===== src/rtl/manchester_encoder.sv =====
// manchester_encoder
//   Frame-level Manchester transmitter. Accepts a parallel word over a
//   valid/ready handshake, sends PREAMBLE_BITS '1' bits, then the word
//   MSB-first, then GAP_BITS idle bit periods with the line held low.
//   Line convention: ManchesterCode = data ^ bitCLK, where bitCLK is high
//   during the first half of every preamble/data bit.
//
// Ports
//   osc            in   system clock, rising edge
//   globalReset    in   synchronous active-high reset
//   txData         in   payload word, sampled on the handshake edge
//   txValid        in   payload available
//   txReady        out  word can be accepted (IDLE and not in reset)
//   ManchesterCode out  registered encoded line
//   bitCLK         out  registered half-bit phase (1 = first half)
//   txBusy         out  frame in progress (PREAMBLE, DATA, GAP)
//   frameDone      out  one-cycle pulse on the first GAP cycle
//
// state    | meaning
// IDLE     | line low, waiting for txValid
// PREAMBLE | sending PREAMBLE_BITS '1' bits
// DATA     | sending shift-register MSB, shift left at each bit end
// GAP      | line low for GAP_BITS bit periods, then back to IDLE
module manchester_encoder #(
    parameter int DATA_W        = 8,
    parameter int HALF_PERIOD   = 8,
    parameter int PREAMBLE_BITS = 4,
    parameter int GAP_BITS      = 1
) (
    input  logic              osc,
    input  logic              globalReset,
    input  logic [DATA_W-1:0] txData,
    input  logic              txValid,
    output logic              txReady,
    output logic              ManchesterCode,
    output logic              bitCLK,
    output logic              txBusy,
    output logic              frameDone
);

    localparam int HCW   = (HALF_PERIOD > 1) ? $clog2(HALF_PERIOD) : 1;
    localparam int MAXA  = (DATA_W > PREAMBLE_BITS) ? DATA_W : PREAMBLE_BITS;
    localparam int MAXB  = (MAXA > GAP_BITS) ? MAXA : GAP_BITS;
    localparam int BCW0  = $clog2(MAXB + 1);
    localparam int BCW   = (BCW0 < 4) ? 4 : BCW0;

    localparam logic [HCW-1:0] HALF_LAST = HCW'(HALF_PERIOD - 1);
    localparam logic [BCW-1:0] PRE_LAST  = BCW'(PREAMBLE_BITS - 1);
    localparam logic [BCW-1:0] DATA_LAST = BCW'(DATA_W - 1);
    localparam logic [BCW-1:0] GAP_LAST  = BCW'(GAP_BITS - 1);

    typedef enum logic [1:0] {
        IDLE,
        PREAMBLE,
        DATA,
        GAP
    } stateT;

    stateT             state, stateNext;
    logic [DATA_W-1:0] shiftReg, shiftNext;
    logic [HCW-1:0]    halfCnt, halfNext;
    logic [BCW-1:0]    bitCnt, bitNext;
    logic              phase, phaseNext;   // 0 = first half, 1 = second half

    logic halfEnd;
    logic bitEnd;
    logic lineActive;
    logic lineBit;
    logic bitClkNext;
    logic codeNext;
    logic frameDoneNext;

    assign txReady = (state == IDLE) && !globalReset;
    assign txBusy  = (state != IDLE);

    always_comb begin
        stateNext = state;
        shiftNext = shiftReg;
        halfNext  = halfCnt;
        bitNext   = bitCnt;
        phaseNext = phase;
        halfEnd   = (halfCnt == HALF_LAST);
        bitEnd    = halfEnd && phase;

        if (state == IDLE) begin
            if (txValid) begin
                stateNext = PREAMBLE;
                shiftNext = txData;
                halfNext  = '0;
                phaseNext = 1'b0;
                bitNext   = '0;
            end
        end else begin
            if (halfEnd) begin
                halfNext  = '0;
                phaseNext = ~phase;
            end else begin
                halfNext  = halfCnt + 1'b1;
            end

            if (bitEnd) begin
                bitNext = bitCnt + 1'b1;
                case (state)
                    PREAMBLE: begin
                        if (bitCnt == PRE_LAST) begin
                            stateNext = DATA;
                            bitNext   = '0;
                        end
                    end
                    DATA: begin
                        shiftNext = shiftReg << 1;
                        if (bitCnt == DATA_LAST) begin
                            stateNext = GAP;
                            bitNext   = '0;
                        end
                    end
                    GAP: begin
                        if (bitCnt == GAP_LAST) begin
                            stateNext = IDLE;
                            bitNext   = '0;
                        end
                    end
                    default: stateNext = IDLE;
                endcase
            end
        end

        // Outputs are registered from the next-state values so the line
        // already shows the first preamble half-bit in the cycle after the
        // handshake edge.
        lineActive    = (stateNext == PREAMBLE) || (stateNext == DATA);
        lineBit       = (stateNext == PREAMBLE) ? 1'b1 : shiftNext[DATA_W-1];
        bitClkNext    = lineActive && !phaseNext;
        codeNext      = lineActive && (lineBit ^ bitClkNext);
        frameDoneNext = (state == DATA) && (stateNext == GAP);
    end

    always_ff @(posedge osc) begin
        if (globalReset) begin
            state          <= IDLE;
            shiftReg       <= '0;
            halfCnt        <= '0;
            bitCnt         <= '0;
            phase          <= 1'b0;
            ManchesterCode <= 1'b0;
            bitCLK         <= 1'b0;
            frameDone      <= 1'b0;
        end else begin
            state          <= stateNext;
            shiftReg       <= shiftNext;
            halfCnt        <= halfNext;
            bitCnt         <= bitNext;
            phase          <= phaseNext;
            ManchesterCode <= codeNext;
            bitCLK         <= bitClkNext;
            frameDone      <= frameDoneNext;
        end
    end

endmodule


===== config.mk =====
export PLATFORM = sky130hd
export DESIGN_NAME = manchester_encoder
export DESIGN_NICKNAME = d
export VERILOG_FILES = /design/src/rtl/manchester_encoder.sv
export SDC_FILE = /design/constraint.sdc
export NUM_CORES = 1
export LEC_CHECK = 0
export CORE_MARGIN = 2
export CORE_UTILIZATION = 55
export CTS_BUF_LIST = sky130_fd_sc_hd__clkbuf_16
export DETAILED_ROUTE_END_ITERATION = 12
export HOLD_SLACK_MARGIN = 0.03
export PLACE_DENSITY = 0.81
export SLEW_MARGIN = 15
export SYNTH_ARGS = -nofsm -noshare
export SYNTH_HDL_FRONTEND = slang
export SYNTH_SLANG_ARGS = --single-unit
export TNS_END_PERCENT = 50

===== constraint.sdc =====
create_clock -name osc -period 7.5 [get_ports osc]
set_input_delay 1.5 -clock osc [delete_from_list [all_inputs] [get_ports osc]]
set_output_delay 1.5 -clock osc [all_outputs]
set_load 0.02 [all_outputs]

# --- Yosys cells after proc, flatten, opt, wreduce, memory -nomap -nowiden ---
# Index checks and enable logic that the tools add are counted.
op_classes:
  n_mux: 25
  magnitude_cmp: 0
  div_mod_pow: 0
  eq_ne: 10
  add_sub_neg: 2
  bitwise_logic: 2
  n_shift: 0
  n_reduce_logical: 15
  n_mul: 0
ops:
  columns: ["op", "count"]
  rows:
  - ["8-bit 2-to-1 mux", 4]
  - ["4-bit 2-to-1 mux", 6]
  - ["2-bit 2-to-1 mux", 6]
  - ["4-bit one-hot mux with 3 select lines", 1]
  - ["3-bit 2-to-1 mux", 3]
  - ["2-bit == test, second input constant", 4]
  - ["2-bit one-hot mux with 3 select lines", 1]
  - ["2-bit nonzero test", 3]
  - ["1-bit logical AND", 5]
  - ["4-bit by 1-bit adder with 4-bit output, second input constant", 1]
  - ["2-bit by 1-bit == test with 1-bit output, second input constant", 2]
  - ["4-bit by 2-bit == test with 1-bit output, second input constant", 1]
  - ["4-bit by 3-bit == test with 1-bit output, second input constant", 1]
  - ["4-bit zero test", 1]
  - ["1-bit 2-to-1 mux", 4]
  - ["3-bit by 1-bit adder with 3-bit output, second input constant", 1]
  - ["3-bit == test, second input constant", 1]
  - ["3-bit AND reduction", 1]
  - ["1-bit zero test", 2]
  - ["2-bit zero test", 1]
  - ["2-bit inequality test, second input constant", 1]
  - ["2-bit AND reduction", 1]
  - ["1-bit logical OR", 1]
  - ["1-bit NOT", 1]
  - ["1-bit XOR", 1]
totals:
  reg_bits: 21
  memories: 0
  latch_bits: 0
  ramBits: 0
  mem_bits_ro: 0
  out_inout_bits: 5

# --- Depth between registers and ports, before layout ---
# Gate-level depths: netlist of run 1.
logic_depth:
  depth_word: 10
  ltp_mapped: 11
  ltp_nobuf: 10

# --- Worst setup path before layout of run 1 ---
# OpenSTA, ideal clock, no wires.
synth_timing:
  path_type: "in2out"
  start: "input globalReset"
  end: "output txReady"
  arrival_ns: 1.992
  path_slack_ns: 4.008
  required_time_ns: 6.000
  cell_stages: 2
  path_buffers: 1
  path_cell_list: "clkbuf_1 -> nor2_1"
synth_via:
  elab_chain_len: 2
synth_lines:
  columns: ["element", "line", "text"]
  rows:
  - ["start: declaration", "31", "input logic globalReset,"]
  - ["1-bit zero test", "73", "assign txReady = (state == IDLE) && !globalReset;"]
  - ["1-bit logical AND", "73", null]
  - ["end: declaration", "34", "output logic txReady,"]
# Every way passes these cells.

# --- Final worst setup path of run 1 ---
# Same ends and word-level chain as after synthesis.

==> results of run 1 <==
==> critical path, stage by stage <==
cell and delay (ns):
clkdlybuf4s50_1 0.82, nor2_1 0.23, clkdlybuf4s50_1 0.62
==> logic make-up after synthesis <==
logic type | count (synthesis) | synth area share
fa+ha+maj | 7 | 0.07900
mux | 1 | 0.009030
compound gates | 37 | 0.2178
flops | 21 | 0.3792
simple gates | 50 | 0.2675
buf+inv | 12 | 0.04739
==> registers in the layout (all words and copies together) (netlist names) <==
| register | count |
|---|---|
| frameDone | 1 |
| ManchesterCode | 1 |
| phase | 1 |
| state | 2 |
| bitCnt | 4 |
| bitCLK | 1 |
| halfCnt | 3 |
| shiftReg | 8 |
==> layer usage <==
metal	up-vias	wire, um	share of wire
li1	490	-	-
met3	5	129	0.056
met2	29	1163	0.51
met5	-	0	0
met1	442	971	0.42
met4	0	38	0.017
==> power by group <==
part	leakage [nW]	total, mW	internal [mW]	switching (mW)
logic	0.293	0.0282	0.0145	0.0137
clock network	0.0409	0.112	0.0716	0.0402
registers	0.171	0.119	0.116	0.00342
total	0.505	0.259	0.202	0.0573
==> metrics by stage <==
step                      hold slack, ns  worst slack (ns)
after floorplan                   0.4360             4.008
after global placement            0.4424             2.846
after detailed placement          0.4472             2.839
after CTS                         0.4552             2.844
after global routing              0.4838             2.755
final                             0.4596             2.832
==> synth_stat cells, types with 3 or more instances <==
cell	instances
a21oi_1	15
a22oi_1	7
clkbuf_1	3
dfxtp_1	21
ha_1	7
inv_1	4
nand2_1	12
nand3_1	3
nand3b_1	4
nor2_1	8
nor2b_1	3
o21ai_0	4
or3_1	3
==> final cells by class <==
class	count	share of cell area
clock buffers	3	0.05607
clock inverters	1	0.003738
inverters	5	0.01402
multi-input cells	95	0.4748
flip-flops and latches	21	0.3140
well taps	27	0.02523
repair buffers	15	0.1121
==> worst paths after layout <==
kind | from | to | slack [ns]
setup / recovery | globalReset | txReady | 2.83
hold / removal | shiftReg[4] | shiftReg[4] | 0.46
setup reg to reg | halfCnt[0] | ManchesterCode | 4.73
hold reg to reg | shiftReg[4] | shiftReg[4] | 0.46
==> metrics.csv, run 1 <==
metric,value,unit
post-dp-hpwl,1545,um
max_cap_violations,0,
ys_ff_latch,21,
start_util,0.5768,
cts-root-buf,clkbuf_16,
dpl_cell_area,1259,um2
met1_usage,0.2578,
fp.coreArea,1922,um2
worst_pin_slew,0.7944,ns
outcome,finished clean,
vdd_drop_max,0.00009672,V
critPathLaunchType,primary input,
setup_tns,0,ns
power_density,193.6,nW/um2
grt_pass1_wl,3850,um
grt_use_met3,0.04294,
netlist_instances,128,
htreeDepth,1,
cts_buffer_depth,2,
die_y,48.90,um
rsz0062_at_grt,false,
grt_use_met2,0.3447,
dp_cells,163,
synth_top_area_share,0.3792,
worstPathArrival,3.17,ns
clk_pin_slew,0.06,ns
dieArea,2391,um2
setup_violations,0,
fin_cells,167,
synth_edf_count,0,
avgViaCountPerCell,5.784,
grt_usage,0.2062,
ys_async_sr_fraction,0,
grt_overflow_total,0,
port_buffers,15,
hold_depth,2,
ys_seq_area_frac,0.3792,
power.total,259.2,uW
diodes,0,
post_cts_resized,0,
yosys.area.top_type,dfxtp_1,
final_core_util,0.6966,
multi_input_area,635.6,um2
die_w,48.90,um
antenna_found_initial,0,
num_io_pins,16,
via_count,966,
fin_skew,0.001525,ns
drt_iter0_drc,50,
rows,16,
mostFrequentLayoutCells,"dfxtp_1 (21), a21oi_1 (15), clkdlybuf4s50_1 (15), nand2_1 (12), nor2_1 (8)",
synth_warnings,0,
syn_area,1109,um2
hold_class,reg -> reg,
top_usage_layer,met2,
drt_pre_antenna_iters,4,
rr_worst_depth,9,
clock-sinks,21,
drive_gt1_frac,0.09286,
syn2layout_area_growth,20.77,%
cts_hold_buf,0,
synth_flop_cell,dfxtp_1,
fill_cells,155,
cts_made_buffers,3,
ant_nets,0,
grt_pass1_vias,863,
synthDistinctLibCells,39,
fin_crit,4.668,ns
cp_data_required_time,6.00,ns
critPathKind,in -> out,
crit_fanout,22,
relSlewSlack,0.4687,
synth_area_leaders,"dfxtp_1 (38%), ha_1 (7.9%), a21oi_1 (6.8%)",
maxSlewViolCount,0,
clk_latency,0.25,ns
fmax,214.2,MHz
drc,0,
finalCritPeriodShare,0.6224,
routed_wirelength,2302,um
fin_area,1339,um2
end_kind,primary output,
p_leak,0.5048,nW
place.gp.congestion,0.8185,
layout_commonest_cell,dfxtp_1,
nNetsFinal,159,
post_cts_buffers,0,
cts_tree,done,
grt_max_degree,23,
synth_fp_nets,146,
wl_per_cell,13.78,um
seqCellArea,420.4,um2
hold_viol,0,
synth.avg_cell_area,8.661,um2
(Power assumes the default switching activity.)
==> inputs of run 2 (changes only) <==
- CORE_ASPECT_RATIO: not set -> 1.75
- CORE_UTILIZATION: 55 -> 47
- PLACE_DENSITY: 0.81 -> 0.73
- clock period: 7.5 -> 4.1 ns (I/O delays scaled with it)
==> run 2 against run 1 <==
Combinational power increased by 85%. Global-route usage decreased by 1.4 points. Routed wire length decreased by 1.8%. Non-clock buffer count increased by 1. Final area increased by 0.37%. Highest routed layer unchanged. Critical endpoint unchanged.
==> metrics.csv, run 2 (same netlist as run 1, synthesis figures left out) <==
metric,value,unit,change
ant_nets,0,,unchanged
hold_depth,2,,unchanged
via_count,982,,+1.7%
finalCritPeriodShare,0.7245,,
drt_iter0_drc,42,,-16%
worstPathArrival,2.15,ns,-1.02 ns
drive_gt1_frac,0.09929,,+0.006434
fin_area,1344,um2,+0.37%
die_y,68.25,um,+40%
setup_violations,0,,unchanged
max_cap_violations,0,,unchanged
rr_worst_depth,9,,unchanged
post_cts_resized,0,,unchanged
cts_buffer_depth,2,,unchanged
cts_made_buffers,3,,unchanged
cp_data_required_time,3.28,ns,-2.72 ns
vdd_drop_max,0.0002513,V,+160%
grt_max_degree,23,,unchanged
seqCellArea,420.4,um2,unchanged
post_cts_buffers,0,,unchanged
crit_fanout,22,,unchanged
end_kind,primary output,,
final_core_util,0.5911,,-0.1055
clk_latency,0.25,ns,about the same
fin_skew,0.005684,ns,+0.004159 ns
layout_commonest_cell,dfxtp_1,,
cts-root-buf,clkbuf_16,,
die_w,40.71,um,-17%
avgViaCountPerCell,5.916,,+2.3%
hold_slack,0.4575,ns,-0.002088 ns
clock-sinks,21,,unchanged
power_density,350.9,nW/um2,+81%
fp.coreArea,2273,um2,+18%
grt_pass1_vias,905,,+4.9%
largestRegisters,"shiftReg x8, bitCnt x4, halfCnt x3",,
syn2layout_area_growth,21.22,%,
drt_pre_antenna_iters,4,,unchanged
setup_tns,0,ns,unchanged
power.total,471.5,uW,+82%
diodes,0,,unchanged
clk_pin_slew,0.05,ns,about the same
fin_crit,2.970,ns,
drc,0,,unchanged
place.gp.congestion,0.8004,,-2.2%
largest_reg_flops,8,,unchanged
mostFrequentLayoutCells,"dfxtp_1 (21), a21oi_1 (15), clkdlybuf4s50_1 (15), nand2_1 (12), nor2_1 (8)",,
fill_cells,210,,+35%
cts_hold_buf,0,,unchanged
critPathLaunchType,primary input,,
start_util,0.4876,,-0.08921
dieArea,2778,um2,+16%
grt_pass1_wl,3705,um,-3.8%
grt_usage,0.1923,,-0.01382
routed_wirelength,2261,um,-1.8%
post-dp-hpwl,1648,um,+6.7%
worst_pin_slew,0.6187,ns,-0.1757 ns
outcome,finished clean,,
maxSlewViolCount,0,,unchanged
dpl_cell_area,1264,um2,+0.40%
hold_viol,0,,unchanged
nNetsFinal,160,,+0.63%
p_leak,0.5096,nW,+0.95%
cts_tree,done,,
rows,23,,+7
relSlewSlack,0.5870,,+0.1182
fmax,336.7,MHz,
num_io_pins,16,,unchanged
grt_overflow_total,0,,unchanged
multi_input_area,635.6,um2,unchanged
htreeDepth,1,,unchanged
antenna_found_initial,0,,unchanged
largest_register,shiftReg,,
rsz0062_at_grt,false,,
critPathKind,in -> out,,
hold_class,reg -> reg,,
wl_per_cell,13.62,um,-1.2%
port_buffers,15,,unchanged
[run 2: critical path, stage by stage]
cell and delay, ns:
clkdlybuf4s50_1 0.39, buf_4 0.21, nor2_1 0.11, clkdlybuf4s50_1 0.61
[run 2: power by group]
part / internal (mW) / total [mW] / switching [mW] / leakage (nW)
combinational: 0.0271 / 0.0521 / 0.0250 / 0.297
sequential: 0.212 / 0.218 / 0.00640 / 0.171
clock: 0.131 / 0.201 / 0.0705 / 0.0409
total: 0.370 / 0.472 / 0.102 / 0.510
[run 2: path summary, 6_finish.rpt]
path	startpoint	slack [ns]	end
setup / recovery	globalReset	1.13	txReady
hold / removal	shiftReg[4]	0.46	shiftReg[4]
setup reg to reg	halfCnt[0]	1.30	ManchesterCode
hold reg to reg	shiftReg[4]	0.46	shiftReg[4]
[run 2: through the flow]
step / cells / setup slack [ns]
after detailed placement: 162 / 1.077
after global placement: 162 / 1.132
after global routing: 166 / 1.021
after CTS: 166 / 1.123
final: 166 / 1.130
after floorplan: 128 / 1.604
[run 2: metal layers]
metal  wire length (um)  global-route usage
met4                 26             0.06250
met1                933              0.1784
met5                  0                   0
met2               1209              0.3770
met3                 91             0.03896
[run 2: final cells by class]
cell class	instances	share of cell area
well taps	25	0.02328
inverters	5	0.01397
repair buffers	16	0.1173
multi-input cells	95	0.4730
flip-flops and latches	21	0.3128
clock inverters	1	0.003724
clock buffers	3	0.05587
==> inputs of run 3 (changes only) <==
- CORE_ASPECT_RATIO: 1.75 -> not set
- CORE_UTILIZATION: 47 -> 52
- PLACE_DENSITY: 0.73 -> 0.77
- clock period: 4.1 -> 3.1 ns (I/O delays scaled with it)
==> run 3 against run 2 <==
Global-route usage decreased by 0.37 points. Setup slack got worse by 0.82 ns. Register-to-register slack worse by 0.99 ns. Critical path depth grew 5. Combinational power rose by 35%. Clock skew fell by 0.0045 ns. Total power is 34% higher. Sequential power increased by 32%. Critical endpoint is now ManchesterCode. Largest cell class unchanged. Highest routed layer unchanged.
==> metrics.csv, run 3 (same netlist as run 1, synthesis figures left out) <==
metric,value,unit,change
antenna_found_initial,0,,unchanged
clk_latency,0.25,ns,about the same
max_cap_violations,0,,unchanged
port_buffers,15,,unchanged
avgViaCountPerCell,5.651,,-4.5%
routed_wirelength,2140,um,-5.4%
drive_gt1_frac,0.1056,,+0.006343
endpoint,ManchesterCode,,
maxSlewViolCount,0,,unchanged
syn2layout_area_growth,22.12,%,
drt_iter0_drc,9,,-79%
grt_pass1_vias,851,,-6.0%
cts_made_buffers,3,,unchanged
p_leak,0.5147,nW,+0.99%
nNetsFinal,161,,+0.63%
cts_hold_buf,0,,unchanged
layout_commonest_cell,dfxtp_1,,
post-dp-hpwl,1491,um,-9.5%
rows,16,,-30%
setup_tns,0,ns,unchanged
cts-root-buf,clkbuf_16,,
wl_per_cell,12.66,um,-7.0%
start_util,0.5593,,+0.07173
fmax,358.5,MHz,
critPathLaunchType,register,,
hold_start,shiftReg[5],,
rr_endpoint,ManchesterCode,,
fill_cells,147,,-30%
cts_tree,done,,
worstPathArrival,2.97,ns,+0.82 ns
finalCritPeriodShare,0.8999,,
post_cts_resized,0,,unchanged
grt_overflow_total,0,,unchanged
diodes,0,,unchanged
fin_crit,2.790,ns,
drt_pre_antenna_iters,4,,unchanged
power.total,631.6,uW,+34%
largestRegisters,"shiftReg x8, bitCnt x4, halfCnt x3",,
critPathSlowestCell,or4_4,,
grt_pass1_wl,3643,um,-1.7%
vdd_drop_max,0.0003627,V,+44%
setup_violations,0,,unchanged
cts_buffer_depth,2,,unchanged
seqCellArea,420.4,um2,unchanged
power_density,466.5,nW/um2,+33%
grt_max_degree,22,,-4.3%
clock-sinks,21,,unchanged
htreeDepth,1,,unchanged
hold_class,reg -> reg,,
crit_fanout,9,,-59%
critPathKind,reg -> reg,,
cp_data_required_time,3.28,ns,about the same
fin_skew,0.001149,ns,-0.004535 ns
largest_reg_flops,8,,unchanged
rsz0062_at_grt,false,,
multi_input_area,635.6,um2,unchanged
die_w,50.17,um,+23%
ant_nets,0,,unchanged
post_cts_buffers,0,,unchanged
worst_pin_slew,0.6056,ns,-0.01304 ns
via_count,955,,-2.7%
drc,0,,unchanged
relSlewSlack,0.5957,,+0.008706
clk_pin_slew,0.06,ns,about the same
outcome,finished clean,,
fp.coreArea,1982,um2,-13%
place.gp.congestion,0.8080,,+0.95%
dieArea,2517,um2,-9.4%
slowest_delay,0.53,ns,-0.08 ns
grt_usage,0.1886,,-0.003724
num_io_pins,16,,unchanged
worstReg2RegStart,halfCnt[0],,
cp_cell_sequence,ha_1 -> ha_1 -> ha_1 -> nor4bb_1 -> a21oi_1 -> a31o_2 -> ha_1 -> or4_4 -> a211oi_2,,
r2r_slack,0.31,ns,-0.99 ns
crit_start,halfCnt[0],,
end_kind,register,,
cp_common_cell,ha_1,,
largest_register,shiftReg,,
hold_viol,0,,unchanged
die_y,50.17,um,-26%
mostFrequentLayoutCells,"dfxtp_1 (21), a21oi_1 (15), clkdlybuf4s50_1 (15), nand2_1 (12), nor2_1 (8)",,
rr_worst_depth,9,,unchanged
## run 3: worst max-delay path: cells and delay by family, from the launching register on
family / cells / cell delay (ns)
and+or+nand+nor: 2 / 0.90
adders and majority gates: 4 / 0.86
AOI/OAI and AO/OA: 3 / 0.61
DFF: 1 / 0.35
## run 3: routing by layer
layer | GRT usage | share of wire | up-vias
li1 | - | - | 491
met1 | 0.2358 | 0.47 | 444
met2 | 0.3136 | 0.48 | 16
met3 | 0.02679 | 0.034 | 4
met4 | 0.09722 | 0.016 | 0
met5 | 0 | 0 | -
## run 3: worst min path at each step
stage,end,slack [ns],depth (start not counted)
after CTS,shiftReg[5],0.46,2
after floorplan,shiftReg[1],0.44,2
after detailed placement,shiftReg[5],0.45,2
after global routing,shiftReg[4],0.49,2
after global placement,shiftReg[5],0.44,2
final,shiftReg[5],0.46,2
## run 3: power breakdown
group          internal (mW)  leakage (nW)  switching [mW]
combinational         0.0370         0.302          0.0331
sequential             0.280         0.171         0.00822
clock                  0.173        0.0409          0.0998
## run 3: cell type report
class | count | share of cell area
Tap cell | 27 | 0.02495
Multi-Input combinational cell | 95 | 0.4695
Sequential cell | 21 | 0.3105
Inverter | 5 | 0.01386
Clock inverter | 1 | 0.003697
Timing Repair Buffer | 17 | 0.1220
Clock buffer | 3 | 0.05545
## run 3: through the flow
stage                     worst slack [ns]  hold slack [ns]  std cells  utilization  area (um2)
after floorplan                     0.6039           0.4360        128            -        1109
after global placement              0.3432           0.4417        165       0.6427        1274
after detailed placement            0.3223           0.4473        165       0.6427        1274
after CTS                           0.3032           0.4555        169       0.6831        1354
after global routing               0.07288           0.4938        169       0.6831        1354
final                               0.3104           0.4552        169       0.6831        1354
